$ cat src/rtl/int_gw_pkg.sv
// Shared definitions for the interrupt gateway / arbiter slice:
// gateway state encoding, the "no source" ID and the claim-ID width helper.
package int_gw_pkg;

    // Gateway state encoding, kept as plain 2-bit constants so that
    // older tools and waveform scripts can decode it directly.
    typedef logic [1:0] gw_state_t;

    localparam gw_state_t GW_IDLE     = 2'd0;
    localparam gw_state_t GW_PENDING  = 2'd1;
    localparam gw_state_t GW_INFLIGHT = 2'd2;

    // ID 0 is reserved to mean "no source offered".
    localparam int NO_ID = 0;

    // Width needed to hold IDs 0..num_src, where 0 is the empty ID.
    function automatic int calc_id_w(input int num_src);
        return $clog2(num_src + 1);
    endfunction

endpackage

$ cat src/rtl/int_gateway_arbiter_if.sv
// Claim/complete handshake between the interrupt arbiter and the
// hart-side consumer (the trap handler's claim/complete path).
interface int_gateway_arbiter_if #(
    parameter int ID_W = 2
);

    logic            claim_valid;
    logic            claim_ready;
    logic [ID_W-1:0] claim_id;
    logic            complete_valid;
    logic [ID_W-1:0] complete_id;

    // Arbiter side: offers claims, receives acceptances and completions.
    modport master (
        output claim_valid,
        output claim_id,
        input  claim_ready,
        input  complete_valid,
        input  complete_id
    );

    // Consumer side: accepts claims and reports completions.
    modport slave (
        input  claim_valid,
        input  claim_id,
        output claim_ready,
        output complete_valid,
        output complete_id
    );

endinterface

$ cat src/rtl/int_gw_source.sv
// One interrupt gateway: latches a level interrupt as pending, locks it out
// while the handler owns it, and reports whether it may compete for a claim.
module int_gw_source
    import int_gw_pkg::*;
#(
    parameter int PRIO_W = 3
) (
    input  logic              clock,
    input  logic              reset,
    input  logic              i_int_q,
    input  logic              i_claim_hit,
    input  logic              i_complete_hit,
    input  logic              i_enable,
    input  logic [PRIO_W-1:0] i_prio,
    input  logic [PRIO_W-1:0] i_threshold,
    output gw_state_t         o_state,
    output logic              o_eligible
);

    gw_state_t r_state;
    gw_state_t w_state_nxt;

    // Next-state logic. A pending request is never retracted when the line
    // drops, and an in-flight source ignores its line until it is completed;
    // a completion arriving while still pending (same-cycle claim) is ignored.
    always_comb begin
        w_state_nxt = r_state;
        case (r_state)
            GW_IDLE: begin
                if (i_int_q) begin
                    w_state_nxt = GW_PENDING;
                end
            end
            GW_PENDING: begin
                if (i_claim_hit) begin
                    w_state_nxt = GW_INFLIGHT;
                end
            end
            GW_INFLIGHT: begin
                if (i_complete_hit) begin
                    w_state_nxt = GW_IDLE;
                end
            end
            default: begin
                w_state_nxt = GW_IDLE;
            end
        endcase
    end

    // State register; reset drops any pending or in-flight request.
    always_ff @(posedge clock or negedge reset) begin
        if (!reset) begin
            r_state <= GW_IDLE;
        end else begin
            r_state <= w_state_nxt;
        end
    end

    // Enable and threshold only gate competition, never the latching itself,
    // so a source disabled while pending becomes visible again when enabled.
    // Priority 0 can never exceed any threshold, so it is never eligible.
    assign o_eligible = (r_state == GW_PENDING) && i_enable && (i_prio > i_threshold);
    assign o_state    = r_state;

endmodule

$ cat src/rtl/int_gateway_arbiter.sv
// Interrupt gateway array plus priority arbiter. Registers the incoming
// level lines, runs one gateway per source, picks the highest-priority
// eligible source and holds it as a stable claim offer until accepted.
module int_gateway_arbiter
    import int_gw_pkg::*;
#(
    parameter  int NUM_SRC = 2,
    parameter  int PRIO_W  = 3,
    localparam int ID_W    = calc_id_w(NUM_SRC)
) (
    input  logic                      clock,
    input  logic                      reset,
    input  logic [NUM_SRC-1:0]        int_in,
    input  logic [NUM_SRC-1:0]        src_enable,
    input  logic [NUM_SRC*PRIO_W-1:0] src_prio,
    input  logic [PRIO_W-1:0]         threshold,
    output logic                      irq,
    int_gateway_arbiter_if.master     bus
);

    logic [NUM_SRC-1:0] r_int_q;
    logic               r_claim_valid;
    logic [ID_W-1:0]    r_claim_id;

    logic [PRIO_W-1:0]  w_prio [NUM_SRC];
    gw_state_t          w_state [NUM_SRC];
    logic [NUM_SRC-1:0] w_eligible;
    logic [NUM_SRC-1:0] w_claim_hit;
    logic [NUM_SRC-1:0] w_complete_hit;
    logic               w_claim_fire;

    logic               w_win_valid;
    logic [ID_W-1:0]    w_win_id;
    logic [PRIO_W-1:0]  w_win_prio;

    // Single register stage on the already-synchronized level lines; the
    // sources are level-triggered so no edge detection or filtering is done.
    always_ff @(posedge clock or negedge reset) begin
        if (!reset) begin
            r_int_q <= '0;
        end else begin
            r_int_q <= int_in;
        end
    end

    assign w_claim_fire = r_claim_valid && bus.claim_ready;

    genvar g;
    generate
        for (g = 0; g < NUM_SRC; g++) begin : g_src
            assign w_prio[g] = src_prio[g*PRIO_W +: PRIO_W];

            // Only the source named by the accepted offer moves to in-flight.
            // The offered source is always pending; the state qualifier keeps
            // that invariant local rather than relying on the offer register.
            assign w_claim_hit[g] = w_claim_fire
                                 && (r_claim_id == ID_W'(g + 1))
                                 && (w_state[g] == GW_PENDING);

            // IDs 0 and above NUM_SRC never match any gateway, so illegal
            // completions fall through without touching any state.
            assign w_complete_hit[g] = bus.complete_valid
                                    && (bus.complete_id == ID_W'(g + 1));

            int_gw_source #(
                .PRIO_W (PRIO_W)
            ) u_src (
                .clock          (clock),
                .reset          (reset),
                .i_int_q        (r_int_q[g]),
                .i_claim_hit    (w_claim_hit[g]),
                .i_complete_hit (w_complete_hit[g]),
                .i_enable       (src_enable[g]),
                .i_prio         (w_prio[g]),
                .i_threshold    (threshold),
                .o_state        (w_state[g]),
                .o_eligible     (w_eligible[g])
            );
        end
    endgenerate

    // Winner search: strictly-greater comparison while scanning upward in ID
    // means equal priorities resolve to the lowest ID. No winner gives ID 0.
    always_comb begin
        w_win_valid = 1'b0;
        w_win_id    = ID_W'(NO_ID);
        w_win_prio  = '0;
        for (int i = 0; i < NUM_SRC; i++) begin
            if (w_eligible[i] && (!w_win_valid || (w_prio[i] > w_win_prio))) begin
                w_win_valid = 1'b1;
                w_win_id    = ID_W'(i + 1);
                w_win_prio  = w_prio[i];
            end
        end
    end

    // Offer register. A live offer is frozen until accepted: a later,
    // higher-priority arrival or a config change must not swap the ID under
    // a handler that may already be reading it. After acceptance the offer
    // drops for one cycle so the winner is recomputed from updated state.
    always_ff @(posedge clock or negedge reset) begin
        if (!reset) begin
            r_claim_valid <= 1'b0;
            r_claim_id    <= ID_W'(NO_ID);
        end else if (r_claim_valid) begin
            if (bus.claim_ready) begin
                r_claim_valid <= 1'b0;
                r_claim_id    <= ID_W'(NO_ID);
            end
        end else begin
            r_claim_valid <= w_win_valid;
            r_claim_id    <= w_win_id;
        end
    end

    assign bus.claim_valid = r_claim_valid;
    assign bus.claim_id    = r_claim_id;

    // irq follows eligibility directly so the core sees it as soon as a
    // source is pending and passes enable/threshold, ahead of the offer.
    assign irq = |w_eligible;

endmodule

$ cat src/flat_wrapper.sv
// flat-port wrapper written by rule: the top's interface ports become plain ports
module int_gateway_arbiter_flat import int_gw_pkg::*;
#(
    parameter  int NUM_SRC = 2,
    parameter  int PRIO_W  = 3,
    localparam int ID_W    = calc_id_w(NUM_SRC)
)
  (clock, reset, int_in, src_enable, src_prio, threshold, irq, bus_claim_valid, bus_claim_id, bus_claim_ready, bus_complete_valid, bus_complete_id);
  int_gateway_arbiter_if #(.ID_W((2))) bus_i ();
  input  logic clock;
  input  logic reset;
  input  logic [NUM_SRC-1:0] int_in;
  input  logic [NUM_SRC-1:0] src_enable;
  input  logic [NUM_SRC*PRIO_W-1:0] src_prio;
  input  logic [PRIO_W-1:0] threshold;
  output logic irq;
  output wire logic [$bits(bus_i.claim_valid)-1:0] bus_claim_valid;
  output wire logic [$bits(bus_i.claim_id)-1:0] bus_claim_id;
  input wire logic [$bits(bus_i.claim_ready)-1:0] bus_claim_ready;
  input wire logic [$bits(bus_i.complete_valid)-1:0] bus_complete_valid;
  input wire logic [$bits(bus_i.complete_id)-1:0] bus_complete_id;
  assign bus_claim_valid = bus_i.claim_valid;
  assign bus_claim_id = bus_i.claim_id;
  assign bus_i.claim_ready = bus_claim_ready;
  assign bus_i.complete_valid = bus_complete_valid;
  assign bus_i.complete_id = bus_complete_id;
  int_gateway_arbiter #(.NUM_SRC(NUM_SRC), .PRIO_W(PRIO_W)) u_core (.clock(clock), .reset(reset), .int_in(int_in), .src_enable(src_enable), .src_prio(src_prio), .threshold(threshold), .irq(irq), .bus(bus_i));
endmodule
$ cat config.mk
export PLATFORM = sky130hd
export DESIGN_NAME = int_gateway_arbiter_flat
export DESIGN_NICKNAME = d
export VERILOG_FILES = /design/src/rtl/int_gw_pkg.sv /design/src/rtl/int_gateway_arbiter_if.sv /design/src/rtl/int_gw_source.sv /design/src/rtl/int_gateway_arbiter.sv /design/src/flat_wrapper.sv
export SDC_FILE = /design/constraint.sdc
export NUM_CORES = 1
export LEC_CHECK = 0
export CORE_UTILIZATION = 25
export DETAILED_ROUTE_END_ITERATION = 10
export MAX_ROUTING_LAYER = met4
export PLACE_DENSITY_LB_ADDON = 0.15
export SLEW_MARGIN = 10
export SYNTH_ARGS = -nofsm -noshare
export SYNTH_HDL_FRONTEND = slang
export SYNTH_SLANG_ARGS = --single-unit
export TNS_END_PERCENT = 1
$ cat constraint.sdc
create_clock -name clock -period 2.1 [get_ports clock]
set_input_delay 0.42 -clock clock [delete_from_list [all_inputs] [get_ports clock]]
set_output_delay 0.42 -clock clock [all_outputs]
set_load 0.02 [all_outputs]
After elaboration in Yosys (flattened, before gate mapping)
Cells that the tools add are included.
{ "word_totals": {"inputBits": 19, "output_inout_bits": 4, "register_bits": 9} }
{ "op_classes": {"n_lt_le_gt_ge": 3, "reduce_logical": 19, "mux": 17, "n_eq_ne": 15} }
{ "ops": {"columns": ["op", "count"], "rows": [
  ["$mux W2", 9],
  ["$logic_and A1 B1 Y1", 12],
  ["$pmux W2 S3", 2],
  ["$ne A2 B2 Y1 const B", 5],
  ["$gt A3 B3 Y1", 3],
  ["$eq A2 B1 Y1 const B", 4],
  ["$eq A2 B2 Y1 const B", 4],
  ["$reduce_and A3 Y1", 2],
  ["$mux W1", 5],
  ["$logic_not A2 Y1", 2],
  ["$ne A2 B1 Y1 const B", 2],
  ["$mux W3", 1],
  ["$reduce_or A2 Y1", 1],
  ["$logic_not A1 Y1", 1],
  ["$logic_or A1 B1 Y1", 1]
]} }

Longest topological paths before layout
Gate-level depths: netlist (run 1).
{ "depth": {"word_depth": 9, "ltp_mapped": 12, "mapped_depth_nobuf": 12} }

Hierarchy
A second synthesis (run 1) with hierarchy kept.
{ "unflattened": {"hier_cells": 71, "area_unflattened_um2": 653.1} }
{ "modules_own_cells": {"columns": ["module", "area_per_inst_um2", "cells_each", "instances", "seq_area_each_um2"], "rows": [
  ["int_gateway_arbiter", 335.3, 33, 1, 125.1],
  ["int_gw_source", 158.9, 19, 2, 50.0]
]} }

Worst setup path after synthesis (run 1)
No wires, ideal clock.
{ "synth_timing": {"path_type": "input to register", "from": "in threshold[2]", "to": "reg u_core.r_claim_id[1], in the netlist u_core.bus.claim_id[1]", "arrival_ns": 2.052, "path_buffers": 0, "setup_slack_ns": -0.086, "stages": 11, "required_time_ns": 1.966, "cell_sequence": "inv_1 > ha_1 > nand2_1 > o21ai_2 > and4_4 > nand2_1 > ha_1 > a21o_1 > a21oi_1 > o21a_4 > o31ai_4"} }
{ "synth_between": {"elab_chain_len": 8, "elab_cells_between_ends": 12, "classes_between": "order compare: 3; mux: 4; reduce/logical: 5"} }
{ "synth_rtl": {"columns": ["element", "line", "rtl"], "rows": [
  ["start, declared", "flat_wrapper.sv:15", "input logic [PRIO_W-1:0] threshold;"],
  ["$gt A3 B3 Y1", "int_gw_source.sv:62", "assign o_eligible = (r_state == GW_PENDING) && i_enable && (i_prio > i_threshold);"],
  ["$logic_and A1 B1 Y1", "int_gw_source.sv:62", null],
  ["$mux W3 or $mux W1 (tied branches)", "int_gateway_arbiter.sv:89", "if (w_eligible[i] && (!w_win_valid || (w_prio[i] > w_win_prio))) begin"],
  ["$gt A3 B3 Y1 or $logic_not A1 Y1 (tied branches)", "int_gateway_arbiter.sv:89", null],
  ["$logic_or A1 B1 Y1", "int_gateway_arbiter.sv:89", null],
  ["$logic_and A1 B1 Y1 (*)", "int_gateway_arbiter.sv:89", null],
  ["$mux W2 (*)", "int_gateway_arbiter.sv:89", null],
  ["$mux W2 (*)", "int_gateway_arbiter.sv:105", "end else if (r_claim_valid) begin"],
  ["end signal, assigned", "int_gateway_arbiter.sv:104", "r_claim_id <= ID_W'(NO_ID);"],
  ["end signal, assigned", "int_gateway_arbiter.sv:108", "r_claim_id <= ID_W'(NO_ID);"],
  ["end signal, assigned", "int_gateway_arbiter.sv:112", "r_claim_id <= w_win_id;"],
  ["end, declared", "int_gateway_arbiter.sv:23", "logic [ID_W-1:0] r_claim_id;"]
]} }
Mark *: on every way between the ends. The rest lies on a longest branch, timed or not.
A chain may end at the register's enable or synchronous reset.

Worst setup path after layout (run 1)
{ "layout_timing": {"from": "in src_prio[4]", "to": "out irq"} }
{ "layout_between": {"elab_chain_len": 3} }
{ "layout_rtl": {"columns": ["element", "line", "rtl"], "rows": [
  ["start, declared", "flat_wrapper.sv:14", "input logic [NUM_SRC*PRIO_W-1:0] src_prio;"],
  ["$gt A3 B3 Y1", "int_gw_source.sv:62", null],
  ["$logic_and A1 B1 Y1", "int_gw_source.sv:62", null],
  ["$reduce_or A2 Y1", "int_gateway_arbiter.sv:121", "assign irq = |w_eligible;"],
  ["end, declared", "flat_wrapper.sv:16", "output logic irq;"]
]} }
Every way passes these cells.

==> results.txt, run 1 <==
Static timing analysis puts the maximum clock frequency at 486 MHz. The total number of yosys warnings is 0. The biggest area contributor in the post-synthesis netlist is dfrtp_1. The worst-path cell with the longest stage delay is clkdlybuf4s50_1. The number of global-route vias before repair came to 647. The detailed-routing iteration count for the pre-antenna-repair pass is 2. The overall fraction of global-route tracks in use came out at 0.140.

Power spread over the standard cell area amounts to 661 nW/um^2. The worst-margin pin slew came out at 0.398 ns. The run finished with clean final reports.

The total power after layout is 817 uW. The buffer levels on the longest clock path is 2. The final setup violation count came out at 0. The share of the clock period used by the worst path is 0.979. The number of DRC markers in iteration 0 is 5.

The vias per cell is 4.36. The internal power of the cells totals 534 uW. The area of the die is 2730 sq um.

The number of clock sinks came out at 9. The hold violation total from the final report is 0. For this block, the via count after detailed routing is 623. The summed area of non-filler cells in the final layout is 1240 sq um. Synthesis produced a netlist with a net count of 93. The data arrival time at the worst-slack endpoint is 1.64 ns.

The core area came out at 2300 sq um. The initial standard-cell utilization of the core came out at 0.275. Synthesis handed over a netlist of 65 instances. After synthesis, the share of flip-flops with an asynchronous set or reset is 1.00.

The mapped netlist covers 632 sq um. The net switching power of the design came out at 282 uW. The insertion delay to the later sink of the worst-skew pair is 0.25 ns.

The post-route minimum period is 2.06 ns. The remaining number of nets flagged by the antenna check after routing is 0. The sum of overflow across all layers after global routing is 0. The half-perimeter wire length after placement came out at 1130 um. The most common cell in the synthesized netlist is nand2_1.

The aggregate routed wire length came out at 1560 um. The number of pins with negative max-slew slack in the final report is 0. The initial antenna violation count is 0. The sequential share of power is 0.319. The type of element launching the critical path is an input pin. Compared with the post-synthesis result, the final layout area differs by 95.6%. The wire length of the first global-routing pass is 2710 um.

The number of cell rows came out at 17. Entering global routing, the biggest net connects 10 pins. After detailed placement, the total cell area comes to 1000 sq um.

The die outline height is 52.3 um. Setup repair after global routing could not meet its margin everywhere. Clock-pin slew was measured on the worst setup and hold paths at 0.06 ns. The delay of the slowest cell on the worst path came out at 0.44 ns. The min-delay analysis places its worst path in the category register to register. Of the total power, the share spent switching nets is 0.346. The data required time of the critical path came out at 1.68 ns.

The number of hold buffers added after cts came out at 0. The synthesized netlist contains 26 unique library cells. In this run the worst path has a maximum fanout of 2.

The relative slew slack is 0.734. Of the cells placed in the final design, the portion with a size suffix greater than 1 is 0.530. The total I/O pin count came out at 23. Clock skew on the completed layout was measured at 0.00356 ns. The share of synthesized area in the top cell type comes to 0.356. TritonCTS built the clock tree. Routability-driven placement finished with a final weighted congestion of 0.721.

In this run, synthesis inferred 0 flip-flops with an integrated enable. After the last flow step, the layout net total stands at 144. The path type of the worst setup path is input pin to output pin. The share of the yosys chip area belonging to registers is 0.356. The logic gate share of total power came out at 0.523. The routed wirelength normalized by instance count came out at 10.9 um. Of the total power, the clock network draws 0.157. The max capacitance violation total is 0.

The most common flop cell mapped by yosys is dfrtp_1. The number of synthesized register bits is 9. The analysis attributes to cell leakage a power of 0.525 nW. By count the netlist is led by nand2_1, dfrtp_1, ha_1. VDD sags by at most 0.452 mV. The antenna cell count came out at 0. STA classifies the critical path endpoint as an output pin. The count of buffers from port buffering came out at 22.

Walking the worst path, the cells encountered are clkdlybuf4s50_1, ha_1, nand3b_1, nand2_1, nand4_2, nand2_2, buf_6. The average cell area after synthesis is 9.72 sq um. Sorting the synthesized cells by area gives the leading types as dfrtp_1, ha_1, nand2_1.

The die width is 52.3 um. The root buffer cell chosen for the clock tree is clkbuf_4. The DRC violation count after routing is 0.

The number of levels in the clock H-tree is 1. The CTS buffer count came out at 3.
sequential cells by signal, indices dropped and copies added (netlist names):
register                    flops
u_core.bus.claim_id             2
u_core.r_int_q                  2
u_core.bus.claim_valid          1
u_core.g_src.u_src.o_state      4
final timing paths:
check                                                    to                        startpoint  slack, ns  cells after the start
setup / recovery                                        irq                       src_prio[4]       0.04                      7
hold / removal             u_core.g_src[1].u_src.o_state[0]  u_core.g_src[1].u_src.o_state[1]       0.45                      1
setup reg to reg                     u_core.bus.claim_id[1]  u_core.g_src[0].u_src.o_state[1]       0.16                      8
hold reg to reg            u_core.g_src[1].u_src.o_state[0]  u_core.g_src[1].u_src.o_state[1]       0.45                      1
max in group asynchronous                 u_core.r_int_q[1]                             reset       1.36                      1
min in group asynchronous  u_core.g_src[1].u_src.o_state[1]                             reset       0.46                      1
logic make-up after synthesis:
kind of cell | Yosys count | synth area share
flip-flops | 9 | 0.356
adder cells (fa/ha/maj) | 9 | 0.178
buffers and inverters | 5 | 0.0297
AND/OR/NAND/NOR | 28 | 0.246
AO/OA/AOI/OAI | 14 | 0.190
per-layer routing:
layer	track usage	vias to the layer above	wire, um
met1	0.158	271	715
li1	-	333	-
met3	0.00870	0	57
met4	0.0526	0	0
met5	-	-	0
met2	0.256	19	786
layout make-up:
class                           count  area, sq um
Timing Repair Buffer               46          410
Inverter                            5         21.3
Clock buffer                        4         26.3
Sequential cell                     9          225
Fill cell                         217         1060
Tap cell                           28         35.0
Multi-Input combinational cell     51          518
layout by cell type, fill, tap and decap left out, types with 3 or more instances in the layout:
cell type        synthesis  final
buf_4                    0     23
buf_6                    0      6
clkbuf_4                 0      3
clkdlybuf4s50_1          0     14
dfrtp_1                  9      9
ha_2                     0      3
ha_4                     0      5
inv_2                    0      3
nand2_1                 11      7
critical path: cells and delay by family:
kind                     cells  cell delay (ns)
AND/OR/NAND/NOR              4             0.34
adder cells (fa/ha/maj)      1             0.31
buffers and inverters        2             0.56
per-stage QoR:
step | std cells | hold WS [ns] | setup slack [ns] | util | setup TNS (ns)
finish | 143 | 0.450 | 0.0445 | 0.538 | 0
global route | 143 | 0.478 | -0.00419 | 0.538 | -0.00595
CTS | 144 | 0.451 | -0.00287 | 0.526 | -0.00287
detailed placement | 126 | 0.444 | -0.648 | 0.437 | -1.90
global placement | 126 | 0.429 | -0.644 | 0.437 | -1.85
floorplan | 65 | 0.124 | 0.00995 | - | 0
repair_timing:
action	4_1_cts	5_1_grt
gates resized for setup	46	9
setup buffers	14	1
setup endpoints to repair	3	3
pin swaps	15	17
power groups by stage:
stage,Sequential (mW),Combinational [mW],Clock [mW]
after floorplan,0.276,0.155,0
after global placement,0.259,0.329,0
after detailed placement,0.260,0.332,0
after CTS,0.256,0.414,0.136
after global routing,0.272,0.466,0.142
final,0.261,0.427,0.128
No activity file was read; power rests on OpenSTA's default activity.
==> inputs of run 2 (changes only) <==
--- a/config.mk
+++ b/config.mk
@@ -7,8 +7,8 @@
 export LEC_CHECK = 0
 export CORE_UTILIZATION = 25
 export DETAILED_ROUTE_END_ITERATION = 10
-export MAX_ROUTING_LAYER = met4
 export PLACE_DENSITY_LB_ADDON = 0.15
+export REMOVE_ABC_BUFFERS = 1
 export SLEW_MARGIN = 10
 export SYNTH_ARGS = -nofsm -noshare
 export SYNTH_HDL_FRONTEND = slang
==> results.txt, run 2 (synthesized netlist as in run 1, its figures left out) <==
The data arrival time at the worst-slack endpoint came out at 2.20 ns. The share of the clock period used by the worst path came out at 0.969. The number of levels in the clock H-tree is 1. The tree is rooted in a clkbuf_4. The vias per cell came out at 4.53. The library cell used most frequently in the layout, excluding fill and tap cells, is buf_4.

The areal power density over the cells is 648 nW/um^2. For the pin with the worst max-slew slack, the measured transition is 0.395 ns. Entering global routing, the biggest net connects 10 pins. The hold violation total from the final report came out at 0. The HPWL after detailed placement is 1180 um. The area of the die came out at 2730 sq um. The buffer levels on the longest clock path is 2.

The antenna cell count came out at 0. The die outline height is 52.3 um. The number of pins with negative max-slew slack in the final report is 0. Measured in cells, the most critical reg-to-reg path has a length of 7.

The count of buffers from port buffering is 22. The endpoint identified for the worst register-to-register timing path is u_core.bus.claim_id[1]. Clock latency on the worst-skew pair, taken at its later pin, is 0.25 ns. At the end of routability-driven placement, the weighted congestion stood at 0.675. The kind of path behind the tightest hold check is input pin to async pin. The detailed-routing iteration count for the pre-antenna-repair pass is 3. Setup repair after global routing could not meet its margin everywhere.

The relative slew slack came out at 0.736. VDD sags by at most 0.509 mV. The flip-flop count of the largest register, all copies and words added is 4.

The largest clock skew in the final design is 0.00152 ns. The max capacitance violation total came out at 0. For this block, the routed nets add up to 1520 um of wire. The wire length of the first global-routing pass is 2400 um. The total I/O pin count came out at 23. For the worst setup path, the data required time is 2.27 ns.

For this run, the top clock speed supported by timing is 491 MHz. For the finished layout, the period the worst path requires is 2.03 ns. The critical path in this run is classified as input pin to register.

The core area came out at 2300 sq um. Of all nets on the critical path, the largest fanout is 3. The number of vias after detailed routing came out at 629. The total negative slack is 0 ns. STA classifies the critical path startpoint as an input pin.

The number of nets in the finished design is 140. The number of clock sinks came out at 9. Leaving out fill and tap cells, the most frequent cells in the layout are buf_4, clkdlybuf4s50_1, dfrtp_1. The clock input transition at the sequential cells of the worst setup and hold paths came out at 0.06 ns. The routed wirelength normalized by instance count came out at 10.9 um. The final setup violation count came out at 0. The final core utilization is 0.507. The number of DRC markers in iteration 0 is 5. The worst setup path is captured at a register. The number of hold buffers added after CTS was 0.

The die width came out at 52.3 um. The number of global-route vias before repair came to 636. The remaining number of nets flagged by the antenna check after routing came out at 0. The initial standard-cell utilization of the core is 0.275. Summed over all cells, the static leakage comes to 0.511 nW. The fraction of layout cells with a size suffix above 1 is 0.468.

The run finished with clean final reports. The reg2reg setup slack is 0.25 ns. The initial antenna violation count is 0. The signed area change from the synthesized netlist to the final layout is 84.2%. The worst flop-to-flop path startpoint is u_core.g_src[0].u_src.o_state[1]. For this run, the total global-route usage over all layers was measured as 0.123.

TritonCTS built the clock tree. The CTS buffer count came out at 3. The number of cell rows came out at 17.

The DRC violation count after routing is 0. For this run the aggregate overflow at the end of global routing stands at 0.
-- run 2: cell count changes in the layout (fill, tap and decap cells not counted), sizes merged --
cell	change
dlygate4sd2	+2
buf	-5
dlymetal6s2s	+2
clkdlybuf4s15	-1
clkdlybuf4s50	-2
-- run 2: timing repair --
item	4_1_cts	5_1_grt
resized for setup	37	7
pin swaps	13	13
setup buffers	8	1
setup endpoints to repair	3	3
-- run 2: per-stage QoR --
step / instance area, sq um / instances / setup slack (ns) / hold WS, ns / power (mW)
floorplan: 632 / 65 / -0.0857 / 0.124 / 0.421
global placement: 970 / 126 / -0.711 / 0.433 / 0.575
detailed placement: 970 / 126 / -0.686 / 0.440 / 0.579
CTS: 1120 / 138 / -0.00531 / 0.447 / 0.752
global route: 1160 / 139 / -0.0129 / 0.466 / 0.804
finish: 1160 / 139 / 0.0653 / 0.448 / 0.754
-- run 2: area by class of cell --
type,count,area (sq um)
tap,28,35.0
clock buffer,4,26.3
inverter,5,18.8
sequential,9,225
timing repair buffer,42,359
multi-input combinational,51,499
fill,217,1130
-- run 2: power by group --
| group | switching, mW | internal, mW | total (mW) |
|---|---|---|---|
| Clock | 0.0567 | 0.0730 | 0.130 |
| Sequential | 0.0434 | 0.213 | 0.256 |
| Combinational | 0.162 | 0.206 | 0.368 |
| Total | 0.262 | 0.491 | 0.754 |
-- run 2: routing by layer --
layer  global-route usage  wire length (um)
met5                    0                 0
met4               0.0658                 8
met3               0.0116                62
met2                0.254               839
met1                0.114               609
-- run 2: how the worst max path moves through the flow --
stage / from / to / slack [ns] / cells past startpoint
6_report: threshold[1] / u_core.bus.claim_id[1] / 0.07 / 11
3_5_place_dp: threshold[2] / u_core.bus.claim_id[0] / -0.69 / 12
5_1_grt: threshold[1] / u_core.bus.claim_id[0] / -0.01 / 12
3_3_place_gp: threshold[2] / u_core.bus.claim_id[0] / -0.71 / 12
2_1_floorplan: threshold[2] / u_core.bus.claim_id[1] / -0.09 / 11
4_1_cts: threshold[1] / u_core.bus.claim_id[0] / -0.005 / 12
-- run 2: critical path: stages --
cell and delay (ns):
clkdlybuf4s15_2 0.17, inv_2 0.04, ha_4 0.26, nand2_2 0.04, o21ai_2 0.13, and4_4 0.26
nand2_1 0.10, ha_4 0.23, and3_4 0.18, o21a_4 0.21, o31ai_4 0.16
